### config.mk
export PLATFORM = sky130hd
export DESIGN_NAME = local_bias_ctrl_flat
export DESIGN_NICKNAME = d
export VERILOG_FILES = /design/src/rtl/local_bias_pkg.sv /design/src/rtl/local_bias_ctrl_if.sv /design/src/rtl/lb_sync2.sv /design/src/rtl/local_bias_ctrl.sv /design/src/flat_wrapper.sv
export SDC_FILE = /design/constraint.sdc
export NUM_CORES = 1
export LEC_CHECK = 0
export ABC_AREA = 1
export CORE_MARGIN = 2
export CORE_UTILIZATION = 50
export DETAILED_ROUTE_END_ITERATION = 8
export PLACE_DENSITY = 0.75
export SLEW_MARGIN = 30
export SYNTH_ARGS = -nofsm -noshare
export SYNTH_HDL_FRONTEND = slang
export SYNTH_SLANG_ARGS = --single-unit
### constraint.sdc
create_clock -name clk -period 2.95 [get_ports clk]
set_input_delay 0.4425 -clock clk [delete_from_list [all_inputs] [get_ports clk]]
set_output_delay 0.4425 -clock clk [all_outputs]
set_load 0.005 [all_outputs]
### src/rtl/local_bias_pkg.sv
// Shared types and constants for the local_bias power-up sequencer.
package local_bias_pkg;

  typedef enum logic [2:0] {
    IDLE     = 3'd0,
    DEBOUNCE = 3'd1,
    SETTLE   = 3'd2,
    READY    = 3'd3,
    FAULT    = 3'd4
  } lb_state_e;

  // Testbus "both lines released" code.
  localparam logic [1:0] ATB_OFF = 2'b00;

  // Largest of three timing parameters; sizes the shared counters.
  function automatic int max3(int a, int b, int c);
    int m;
    m = (a > b) ? a : b;
    return (m > c) ? m : c;
  endfunction

endpackage

### src/rtl/local_bias_ctrl_if.sv
// Control/status bundle between the bias sequencer and its environment
// (software controls, supply monitors, analog macro pins, status readback).
interface local_bias_ctrl_if;
  import local_bias_pkg::*;

  logic       en;
  logic       vdd1p8_ok;
  logic       vdd0p8_ok;
  logic       vss_ok;
  logic [1:0] atb_sel;
  logic       fault_clr;
  logic       pdb;
  logic [1:0] atb_ena;
  logic       bias_ready;
  logic       fault;
  lb_state_e  state;

  // Environment side: drives controls and supply flags, observes macro pins.
  modport master (
    output en, vdd1p8_ok, vdd0p8_ok, vss_ok, atb_sel, fault_clr,
    input  pdb, atb_ena, bias_ready, fault, state
  );

  // Sequencer side.
  modport slave (
    input  en, vdd1p8_ok, vdd0p8_ok, vss_ok, atb_sel, fault_clr,
    output pdb, atb_ena, bias_ready, fault, state
  );

endinterface

### src/rtl/lb_sync2.sv
// Two-flop synchroniser for an asynchronous supply-monitor flag.
module lb_sync2 (
  input  logic clk,
  input  logic rstb,
  input  logic d,
  output logic q
);

  logic meta;

  // Shift the raw flag through two flops; both clear so supplies read bad out of reset.
  // NOTE: these are plain flops, so they take the async reset; only RAM-style arrays should go without one.
  always_ff @(posedge clk or negedge rstb) begin
    if (!rstb) begin
      meta <= 1'b0;
      q    <= 1'b0;
    end else begin
      meta <= d;
      q    <= meta;
    end
  end

endmodule

### src/rtl/local_bias_ctrl.sv
// Power-up sequencer and break-before-make testbus controller for the
// local_bias analog macro. Debounces the supply-good flags, powers the bias,
// waits for it to settle, and drops everything with a sticky fault on supply loss.
module local_bias_ctrl
  import local_bias_pkg::*;
#(
  parameter int SUP_DEBOUNCE = 16,
  parameter int BIAS_SETTLE  = 256,
  parameter int ATB_GAP      = 4
) (
  input  logic               clk,
  input  logic               rstb,
  local_bias_ctrl_if.slave   bus
);

  localparam int CNT_W = $clog2(max3(SUP_DEBOUNCE, BIAS_SETTLE, ATB_GAP)) + 1;

  localparam logic [CNT_W-1:0] CNT_MAX    = '1;
  localparam logic [CNT_W-1:0] DEB_LAST   = CNT_W'(SUP_DEBOUNCE - 1);
  localparam logic [CNT_W-1:0] SETTLE_LAST = CNT_W'(BIAS_SETTLE - 1);
  localparam logic [CNT_W-1:0] GAP_LAST   = CNT_W'(ATB_GAP - 1);

  logic [2:0]       ok_sync;
  logic             sup_ok;
  lb_state_e        state_q, state_d;
  logic [CNT_W-1:0] cnt_q, cnt_d;
  logic [CNT_W-1:0] gap_q;
  logic [1:0]       sel_q;
  logic [1:0]       atb_ena_q;
  logic             pdb_q;
  logic             bias_ready_q;
  logic             fault_q;

  lb_sync2 u_sync_1p8 (.clk(clk), .rstb(rstb), .d(bus.vdd1p8_ok), .q(ok_sync[0]));
  lb_sync2 u_sync_0p8 (.clk(clk), .rstb(rstb), .d(bus.vdd0p8_ok), .q(ok_sync[1]));
  lb_sync2 u_sync_vss (.clk(clk), .rstb(rstb), .d(bus.vss_ok),    .q(ok_sync[2]));

  assign sup_ok = &ok_sync;

  // Next-state and shared-counter logic; supply loss outranks a software disable.
  // NOTE: every target gets a default before the case, so no path leaves one unassigned (no latch).
  always_comb begin
    state_d = state_q;
    cnt_d   = cnt_q;
    unique case (state_q)
      IDLE: begin
        cnt_d = '0;
        if (bus.en && sup_ok) state_d = DEBOUNCE;
      end
      DEBOUNCE: begin
        if (!bus.en) begin
          state_d = IDLE;
          cnt_d   = '0;
        end else if (!sup_ok) begin
          cnt_d = '0;
        end else if (cnt_q == DEB_LAST) begin
          state_d = SETTLE;
          cnt_d   = '0;
        end else if (cnt_q != CNT_MAX) begin
          cnt_d = cnt_q + 1'b1;
        end
      end
      SETTLE: begin
        if (!sup_ok) begin
          state_d = FAULT;
          cnt_d   = '0;
        end else if (!bus.en) begin
          state_d = IDLE;
          cnt_d   = '0;
        end else if (cnt_q == SETTLE_LAST) begin
          state_d = READY;
          cnt_d   = '0;
        end else if (cnt_q != CNT_MAX) begin
          cnt_d = cnt_q + 1'b1;
        end
      end
      READY: begin
        if (!sup_ok)      state_d = FAULT;
        else if (!bus.en) state_d = IDLE;
      end
      FAULT: begin
        if (bus.fault_clr) state_d = IDLE;
      end
      default: begin
        state_d = IDLE;
        cnt_d   = '0;
      end
    endcase
  end

  // State and counter registers.
  // NOTE: sequential state uses <= so every flop samples pre-edge values; = here would create order-dependent races.
  always_ff @(posedge clk or negedge rstb) begin
    if (!rstb) begin
      state_q <= IDLE;
      cnt_q   <= '0;
    end else begin
      state_q <= state_d;
      cnt_q   <= cnt_d;
    end
  end

  // Macro control outputs, registered from the next state so they line up with state.
  always_ff @(posedge clk or negedge rstb) begin
    if (!rstb) begin
      pdb_q        <= 1'b0;
      bias_ready_q <= 1'b0;
      fault_q      <= 1'b0;
    end else begin
      pdb_q        <= (state_d == SETTLE) || (state_d == READY);
      bias_ready_q <= (state_d == READY);
      fault_q      <= (state_d == FAULT);
    end
  end

  // Testbus: hold both lines off for ATB_GAP cycles on READY entry or any
  // selection change (restarting on further changes), then drive the selection.
  always_ff @(posedge clk or negedge rstb) begin
    if (!rstb) begin
      atb_ena_q <= ATB_OFF;
      gap_q     <= '0;
      sel_q     <= ATB_OFF;
    end else if (state_d != READY) begin
      atb_ena_q <= ATB_OFF;
      gap_q     <= '0;
    end else if ((state_q != READY) || (bus.atb_sel != sel_q)) begin
      atb_ena_q <= ATB_OFF;
      gap_q     <= '0;
      sel_q     <= bus.atb_sel;
    end else if (gap_q == GAP_LAST) begin
      atb_ena_q <= sel_q;
    end else begin
      atb_ena_q <= ATB_OFF;
      gap_q     <= gap_q + 1'b1;
    end
  end

  assign bus.pdb        = pdb_q;
  assign bus.atb_ena    = atb_ena_q;
  assign bus.bias_ready = bias_ready_q;
  assign bus.fault      = fault_q;
  assign bus.state      = state_q;

endmodule

### src/flat_wrapper.sv
// flat-port wrapper written by rule: the top's interface ports become plain ports
module local_bias_ctrl_flat import local_bias_pkg::*;
#(
  parameter int SUP_DEBOUNCE = 16,
  parameter int BIAS_SETTLE  = 256,
  parameter int ATB_GAP      = 4
)
  (clk, rstb, bus_en, bus_vdd1p8_ok, bus_vdd0p8_ok, bus_vss_ok, bus_atb_sel, bus_fault_clr, bus_pdb, bus_atb_ena, bus_bias_ready, bus_fault, bus_state);
  local_bias_ctrl_if bus_i ();
  input  logic clk;
  input  logic rstb;
  input wire logic [$bits(bus_i.en)-1:0] bus_en;
  input wire logic [$bits(bus_i.vdd1p8_ok)-1:0] bus_vdd1p8_ok;
  input wire logic [$bits(bus_i.vdd0p8_ok)-1:0] bus_vdd0p8_ok;
  input wire logic [$bits(bus_i.vss_ok)-1:0] bus_vss_ok;
  input wire logic [$bits(bus_i.atb_sel)-1:0] bus_atb_sel;
  input wire logic [$bits(bus_i.fault_clr)-1:0] bus_fault_clr;
  output wire logic [$bits(bus_i.pdb)-1:0] bus_pdb;
  output wire logic [$bits(bus_i.atb_ena)-1:0] bus_atb_ena;
  output wire logic [$bits(bus_i.bias_ready)-1:0] bus_bias_ready;
  output wire logic [$bits(bus_i.fault)-1:0] bus_fault;
  output wire logic [$bits(bus_i.state)-1:0] bus_state;
  assign bus_i.en = bus_en;
  assign bus_i.vdd1p8_ok = bus_vdd1p8_ok;
  assign bus_i.vdd0p8_ok = bus_vdd0p8_ok;
  assign bus_i.vss_ok = bus_vss_ok;
  assign bus_i.atb_sel = bus_atb_sel;
  assign bus_i.fault_clr = bus_fault_clr;
  assign bus_pdb = bus_i.pdb;
  assign bus_atb_ena = bus_i.atb_ena;
  assign bus_bias_ready = bus_i.bias_ready;
  assign bus_fault = bus_i.fault;
  assign bus_state = bus_i.state;
  local_bias_ctrl #(.SUP_DEBOUNCE(SUP_DEBOUNCE), .BIAS_SETTLE(BIAS_SETTLE), .ATB_GAP(ATB_GAP)) u_core (.clk(clk), .rstb(rstb), .bus(bus_i));
endmodule
==> Word-level counts from Yosys, hierarchy flattened <==
Cells that the tools add are included.
{ "classes": {"addsub": 2, "eq_ne": 15, "mux": 25, "bitwise": 1, "reduce_logical": 7} }
{ "op_table": {"columns": ["op", "count"], "rows": [
  ["$mux 9", 10],
  ["$mux 3", 10],
  ["$pmux 9 s3", 1],
  ["$add 9x1->9 const B", 2],
  ["$pmux 3 s5", 1],
  ["$eq 3x2->1 const B", 4],
  ["$eq 9x2->1 const B", 1],
  ["$eq 9x4->1 const B", 1],
  ["$eq 9x8->1 const B", 1],
  ["$ne 9x9->1 const B", 1],
  ["$eq 3x3->1 const B", 2],
  ["$mux 2", 3],
  ["$ne 3x2->1 const B", 2],
  ["$eq 3x1->1 const B", 1],
  ["$logic_not 3->1", 1],
  ["$ne 3x1->1 const B", 1],
  ["$reduce_and 3->1", 1],
  ["$logic_or 1x1->1", 2],
  ["$ne 2x2->1", 1],
  ["$reduce_and 2->1", 1],
  ["$reduce_or 2->1", 1],
  ["$logic_and 1x1->1", 1],
  ["$not 1->1", 1]
]} }
{ "totals": {"regBits": 34, "output_inout_bits": 8} }

==> Longest topological paths before layout <==
Gate-level depths: netlist (run 1).
{ "depth": {"ltp_word": 8, "mapped_depth": 11} }

==> By module <==
A second synthesis (run 1) with hierarchy kept.
{ "hier_totals": {"cells_unflattened": 191, "area_unflattened_um2": 1685.4} }
{ "modules_own_cells": {"columns": ["module", "n_inst", "cells_per_inst", "area_each_um2"], "rows": [
  ["local_bias_ctrl", 1, 185, 1535.2],
  ["lb_sync2", 3, 2, 50.0]
]} }

==> Least setup slack after synthesis (run 1) <==
OpenSTA, ideal clock, no wires.
{ "synth_path": {"kind": "register to register", "startpoint": "register u_core.cnt_q[0]", "endpoint": "register u_core.bias_ready_q, in the netlist u_core.bus.bias_ready", "setup_ps": 116, "arrival_time_ps": 1372, "slack_ps": 1462, "stages_incl_launch_ff": 12, "cell_sequence": "dfrtp_1 -> ha_1 -> nand3_2 -> inv_2 -> nand3_1 -> nand2_1 -> nand2_1 -> nand2_1 -> nand2_4 -> nand2_4 -> buf_12 -> inv_1"} }
{ "synth_between": {"elab_chain_cells": 6, "elab_cells_between_ends": 10} }
{ "synth_rtl": {"columns": ["element", "line_no", "text"], "rows": [
  ["from (decl)", "local_bias_ctrl.sv:26", "logic [CNT_W-1:0] cnt_q, cnt_d;"],
  ["from (signal assigned)", "local_bias_ctrl.sv:99", "cnt_q <= cnt_d;"],
  ["$eq 9x8->1 / $eq 9x4->1 (equally long branches)", "local_bias_ctrl.sv:70, local_bias_ctrl.sv:56", null],
  ["$mux 3, on equally long branches", "local_bias_ctrl.sv:70, local_bias_ctrl.sv:56", null],
  ["$mux 3, on equally long branches", "local_bias_ctrl.sv:67, local_bias_ctrl.sv:54", null],
  ["$mux 3, on equally long branches", "local_bias_ctrl.sv:64, local_bias_ctrl.sv:51", null],
  ["$pmux 3 s5 *", "local_bias_ctrl.sv:45", "unique case (state_q)"],
  ["via u_core.state_d[0]", "local_bias_ctrl.sv:25", "lb_state_e state_q, state_d;"],
  ["$eq 3x2->1 *", "local_bias_ctrl.sv:111", "bias_ready_q <= (state_d == READY);"],
  ["to (signal assigned)", "local_bias_ctrl.sv:111", null],
  ["to (decl)", "local_bias_ctrl.sv:31", "logic bias_ready_q;"]
]} }
The timed path passes the listed nets; every way through them passes the cells marked *.
A chain may end at the register's enable or synchronous reset.

==> Worst setup path after layout (run 1) <==
{ "layout_path": {"startpoint": "register u_core.state_q[2], in the netlist u_core.bus.state[2]", "endpoint": "output bus_state[2]"} }
{ "layout_rtl": {"columns": ["element", "line_no", "text"], "rows": [
  ["from (decl)", "local_bias_ctrl.sv:25", null],
  ["from (signal assigned)", "local_bias_ctrl.sv:98", "state_q <= state_d;"],
  ["to (decl)", "flat_wrapper.sv:22", "output wire logic [$bits(bus_i.state)-1:0] bus_state;"]
]} }
No word-level cell between the ends.

==> impl_metrics.ini, run 1 <==
[yosys]
syn_area_sq_um = 1782
ys_types = 26
synth_seq_cells = 34
synthCells = 212
syn_avg_cell_area_sq_um = 8.404
syn-num-nets = 223
synth-seq-area-share = 0.4775
yosys_warnings = 0

[worst_setup_path]
cp_cell_sequence = clkdlybuf4s50_1
path_class = reg -> out
arrival_ns = 1.37
reg2reg_from = u_core.cnt_q[0]
critPathCaptureType = output pin
worstSetupStartpointType = register
reg2regPathDepth = 11
ff2ff_setup_slack_ns = 1.25
worst_ep_required_time_ns = 2.51
path_delay_family = buffers and inverters
cpMaxStageDelayCell = clkdlybuf4s50_1
crit_buf_inv = 1
critPathMaxStageDelay_ns = 0.55
path_depth = 1
critPathMaxFanout = 6
reg2reg_to = u_core.sel_q[1]

[grt]
antenna_found_initial = 0
grt_start_max_net_pins = 35
grt_pass1_vias = 1263
grt.total_usage = 0.1777
overflow = 0
grt_pass1_wl_microns = 5540

[run]
cap_violations = 0

[clocking]
cts-htree-levels = 2
clk_path_buf_depth = 2
cts.root.buffer_cell = clkbuf_4
numCtsBuffers = 5
cts-resized-gates = 0
postCtsSetupBuffers = 0
cts_hold_buf = 0
cts.sinks = 34
clk_pin_slew_ns = 0.10
cts_tree = done
clock_latency_ns = 0.34

[placement]
portBuffers = 16
post-place-ws_ns = 0.9800
hpwl_microns = 2233
gp_congestion = 0.8115

[drt]
drtIter0Drc = 62
ant_nets = 0
viasPerCell = 5.025
drc = 0
wl_per_cell_microns = 10.68
drt_pass1_iterations = 4
vias = 1417
wl_microns = 3012

[timing]
finalSetupViolations = 0
min_period_ns = 1.814
fin_crit_sh = 0.6149
tightestPinTransition_ns = 0.4117
slew_headroom = 0.7255
fin_hold_ws_ns = 0.3575
fin_ws_ns = 1.136
max_freq_mhz = 551.3
finalClockSkew_ns = 0.01533
setup_tns_ns = 0
rsz0062_at_grt = false
report.final.slew_viol_count = 0
finalHoldViolations = 0

[min_path]
min_path_cells = 0
hold_path_end = u_core.u_sync_0p8.q
worstHoldStart = u_core.u_sync_0p8.meta
hold_class = reg -> reg

[cells_and_area]
fin_nets = 246
fin_util = 0.6095
drive_above_1_share = 0.1314
diodes = 0
area_growth_pct = 15.94

[power_and_ir_drop]
worst_ir_drop_vdd_mv = 0.3224
powerDensity_nw_per_um2 = 395.8
power_leakage_nw = 0.9525

[floorplanning]
core_sq_um = 3390
ios = 17
die_area_sq_um = 4057
initial_core_util = 0.5257
die_height_microns = 63.70
die_w_microns = 63.70
rows = 21

[status]
status = completed
per-layer routing:
| layer | vias to the layer above | track usage | wire length (microns) |
|---|---|---|---|
| met2 | 34 | 0.2724 | 1421 |
| met1 | 664 | 0.2304 | 1401 |
| met4 | 0 | 0.07337 | 39 |
| met3 | 4 | 0.05893 | 149 |
| met5 | - | 0 | 0 |
| li1 | 715 | - | - |
registers in the layout, summed over array words and instances, names as in the netlist, 2 cells and up:
signal              count
u_core.cnt_q            9
u_core.gap_q            9
u_core.bus.state        3
u_core.bus.atb_ena      2
u_core.sel_q            2
worst max-delay path by stage:
stage                                        to                start  slack [ns]
after global routing               bus_state[1]  u_core.bus.state[1]        1.06
final                              bus_state[2]  u_core.bus.state[2]        1.14
after floorplan           u_core.bus.bias_ready      u_core.cnt_q[0]        1.46
after global placement          u_core.sel_q[0]               bus_en        1.04
after CTS                          bus_state[2]  u_core.bus.state[2]        1.11
after detailed placement        u_core.sel_q[1]               bus_en        0.98
cells by family (layout without fill, tap and decap cells):
logic type	count (synthesis)	in the layout	share of synthesized area
fa+ha+maj	2	2	0.01404
buf+inv	35	59	0.08286
flops	34	34	0.4775
compound gates	16	16	0.05688
xor+xnor	6	6	0.02949
simple gates	119	119	0.3392
cell usage in the layout (no fill, tap or decap), drive strengths merged:
cell,n
a21oi,3
a31oi,3
buf,1
clkbuf,8
clkdlybuf4s50,16
dfrtp,34
ha,2
inv,34
nand2,48
nand3,26
nand3b,3
nand4,5
nor2,35
nor3,1
o21ai,7
o21bai,2
o22ai,1
or2,1
xnor2,2
xor2,4
layout make-up:
| cell class | instances | area (sq um) |
|---|---|---|
| tap | 46 | 57.56 |
| timing repair buffer | 17 | 167.7 |
| fill | 311 | 1324 |
| clock buffer | 8 | 78.83 |
| multi-input combinational | 143 | 783.3 |
| inverter | 34 | 127.6 |
| sequential | 34 | 850.8 |
through the flow:
| stage | total power [mW] | area, sq um | std cells |
|---|---|---|---|
| global placement | 0.5120 | 1987 | 274 |
| floorplan | 0.4883 | 1782 | 212 |
| global route | 0.8588 | 2066 | 282 |
| finish | 0.8175 | 2066 | 282 |
| detailed placement | 0.5123 | 1987 | 274 |
| CTS | 0.8301 | 2066 | 282 |
synth_stat cells:
cell type | number | share of area
nand2_1 | 44 | 0.093
dfrtp_1 | 34 | 0.48
inv_1 | 31 | 0.065
nand3_1 | 24 | 0.067
nor2_1 | 24 | 0.051
o21ai_0 | 7 | 0.020
nor2_2 | 6 | 0.021
nor2_4 | 5 | 0.032
nand4_1 | 4 | 0.014
xor2_1 | 4 | 0.020
a31oi_1 | 3 | 0.011
inv_2 | 3 | 0.0063
nand3b_1 | 3 | 0.013
a21oi_1 | 2 | 0.0056
ha_1 | 2 | 0.014
nand2_2 | 2 | 0.0070
nand2_4 | 2 | 0.013
nand3_2 | 2 | 0.011
o21bai_1 | 2 | 0.0084
xnor2_1 | 2 | 0.0098
a21oi_4 | 1 | 0.0091
buf_12 | 1 | 0.011
nand4_4 | 1 | 0.012
nor3_1 | 1 | 0.0028
o22ai_1 | 1 | 0.0035
or2_1 | 1 | 0.0035
power by group:
group	total, mW	internal [mW]	switching (mW)
Combinational	0.0303	0.0138	0.0166
Clock	0.315	0.163	0.153
Sequential	0.472	0.470	0.00151
(Power assumes the default switching activity.)
==> run 2: changes to the inputs <==
- clock period: 2.95 -> 1.9 ns (I/O delays scaled with it)
==> impl_metrics.ini, run 2 (synthesis gave the netlist of run 1 again) <==
[floorplanning]
initial_core_util = 0.5257
core_sq_um = 3390
die_height_microns = 63.70
die_w_microns = 63.70
ios = 17
die_area_sq_um = 4057
rows = 21

[placement]
hpwl_microns = 2203
portBuffers = 16
gp_congestion = 0.8163

[grt]
overflow = 0
antenna_found_initial = 0
met3_usage = 0.05893
grt.met1_usage = 0.2277
grt.total_usage = 0.1779
top_usage_layer = met2
grt_pass1_vias = 1343
grt_pass1_wl_microns = 5575
grt_start_max_net_pins = 35
met2_usage = 0.2724

[run]
cap_violations = 0

[drt]
ant_nets = 0
vias = 1367
wl_microns = 2903
drtIter0Drc = 57
wl_per_cell_microns = 10.29
drt_pass1_iterations = 4
viasPerCell = 4.848
drc = 0

[power_and_ir_drop]
share_seq_of_total_power = 0.569
powerDensity_nw_per_um2 = 623.5
p_sw_frac = 0.2045
pwr-share-comb = 0.036
power_leakage_nw = 0.9529
p_sw_uw = 263.3
clkPwrFrac = 0.395
p_int_mw = 1.024
worst_ir_drop_vdd_mv = 0.4624

[clocking]
clk_pin_slew_ns = 0.10
cts.root.buffer_cell = clkbuf_4
cts.sinks = 34
cts_tree = done
clock_latency_ns = 0.33
cts-resized-gates = 0
clk_path_buf_depth = 2
numCtsBuffers = 5
postCtsSetupBuffers = 0
cts_hold_buf = 0
cts-htree-levels = 2

[cells_and_area]
fillers = 302
layout_commonest_cell = nand2_1
drive_above_1_share = 0.1314
fin_nets = 246
area_growth_pct = 15.87
final_cell_mix = 44 x nand2_1, 34 x dfrtp_1, 31 x inv_1, 24 x nor2_1, 24 x nand3_1
multi_input_area_sq_um = 783.3
fin_util = 0.6091
seqCellArea_sq_um = 850.8
diodes = 0

[timing]
finalSetupViolations = 0
finalHoldViolations = 0
tightestPinTransition_ns = 0.4105
setup_tns_ns = 0
fin_crit_sh = 0.8763
report.final.slew_viol_count = 0
finalClockSkew_ns = 0.009713
rsz0062_at_grt = false
max_freq_mhz = 600.6
min_period_ns = 1.665
fin_hold_ws_ns = 0.3443
slew_headroom = 0.7264

[worst_setup_path]
cp_cell_sequence = clkdlybuf4s50_1
worst_ep_required_time_ns = 1.62
cpMaxStageDelayCell = clkdlybuf4s50_1
worstSetupStartpointType = register
critPathMaxStageDelay_ns = 0.55
path_class = reg -> out
path_delay_family = buffers and inverters
arrival_ns = 1.38
critPathCaptureType = output pin
crit_buf_inv = 1
critPathMaxFanout = 6

[min_path]
hold_class = in -> async

[status]
status = completed
-- run 2: cell count changes in the layout (fill, tap and decap cells not counted), sizes merged --
cell / previous run / this run
clkinv: 0 / 2
clkbuf: 8 / 5
bufinv: 0 / 1
-- run 2: power groups by stage --
stage               sequential [mW]  combinational, mW  clock [mW]
floorplan                     0.747             0.0117           0
global placement              0.747             0.0482           0
detailed placement            0.747             0.0483           0
global route                  0.733             0.0535       0.572
CTS                           0.733             0.0485       0.529
finish                        0.732             0.0469       0.508
-- run 2: layer usage --
layer	wire (microns)	vias to the layer above
met5	0	-
met4	79	0
met3	106	8
met2	1293	21
met1	1424	626
li1	-	712
-- run 2: through the flow --
stage | instance area (sq um) | setup WS (ns) | std cells | total power, mW
floorplan | 1782 | 0.4116 | 212 | 0.7582
global placement | 1987 | 0.1522 | 274 | 0.7950
detailed placement | 1987 | 0.1011 | 274 | 0.7952
CTS | 2064 | 0.2141 | 282 | 1.310
global route | 2064 | 0.03480 | 282 | 1.359
finish | 2064 | 0.2350 | 282 | 1.287
-- run 2: worst paths after layout --
check	from	endpoint	slack [ns]	cells after the start
max	u_core.bus.state[2]	bus_state[2]	0.24	1
max in group asynchronous	rstb	u_core.gap_q[4]	1.25	2
max reg2reg	u_core.cnt_q[0]	u_core.sel_q[0]	0.24	11
min reg2reg	u_core.u_sync_0p8.meta	u_core.u_sync_0p8.q	0.36	0
min in group clk	u_core.u_sync_0p8.meta	u_core.u_sync_0p8.q	0.36	0
min	rstb	u_core.cnt_q[7]	0.34	2
-- run 2: final cells by class --
class                      instances  share of cell area
timing repair buffer              17             0.08121
multi-input combinational        143              0.3794
tap                               46             0.02788
clock inverter                     3             0.01939
clock buffer                       5             0.01818
inverter                          34             0.06182
sequential                        34              0.4121
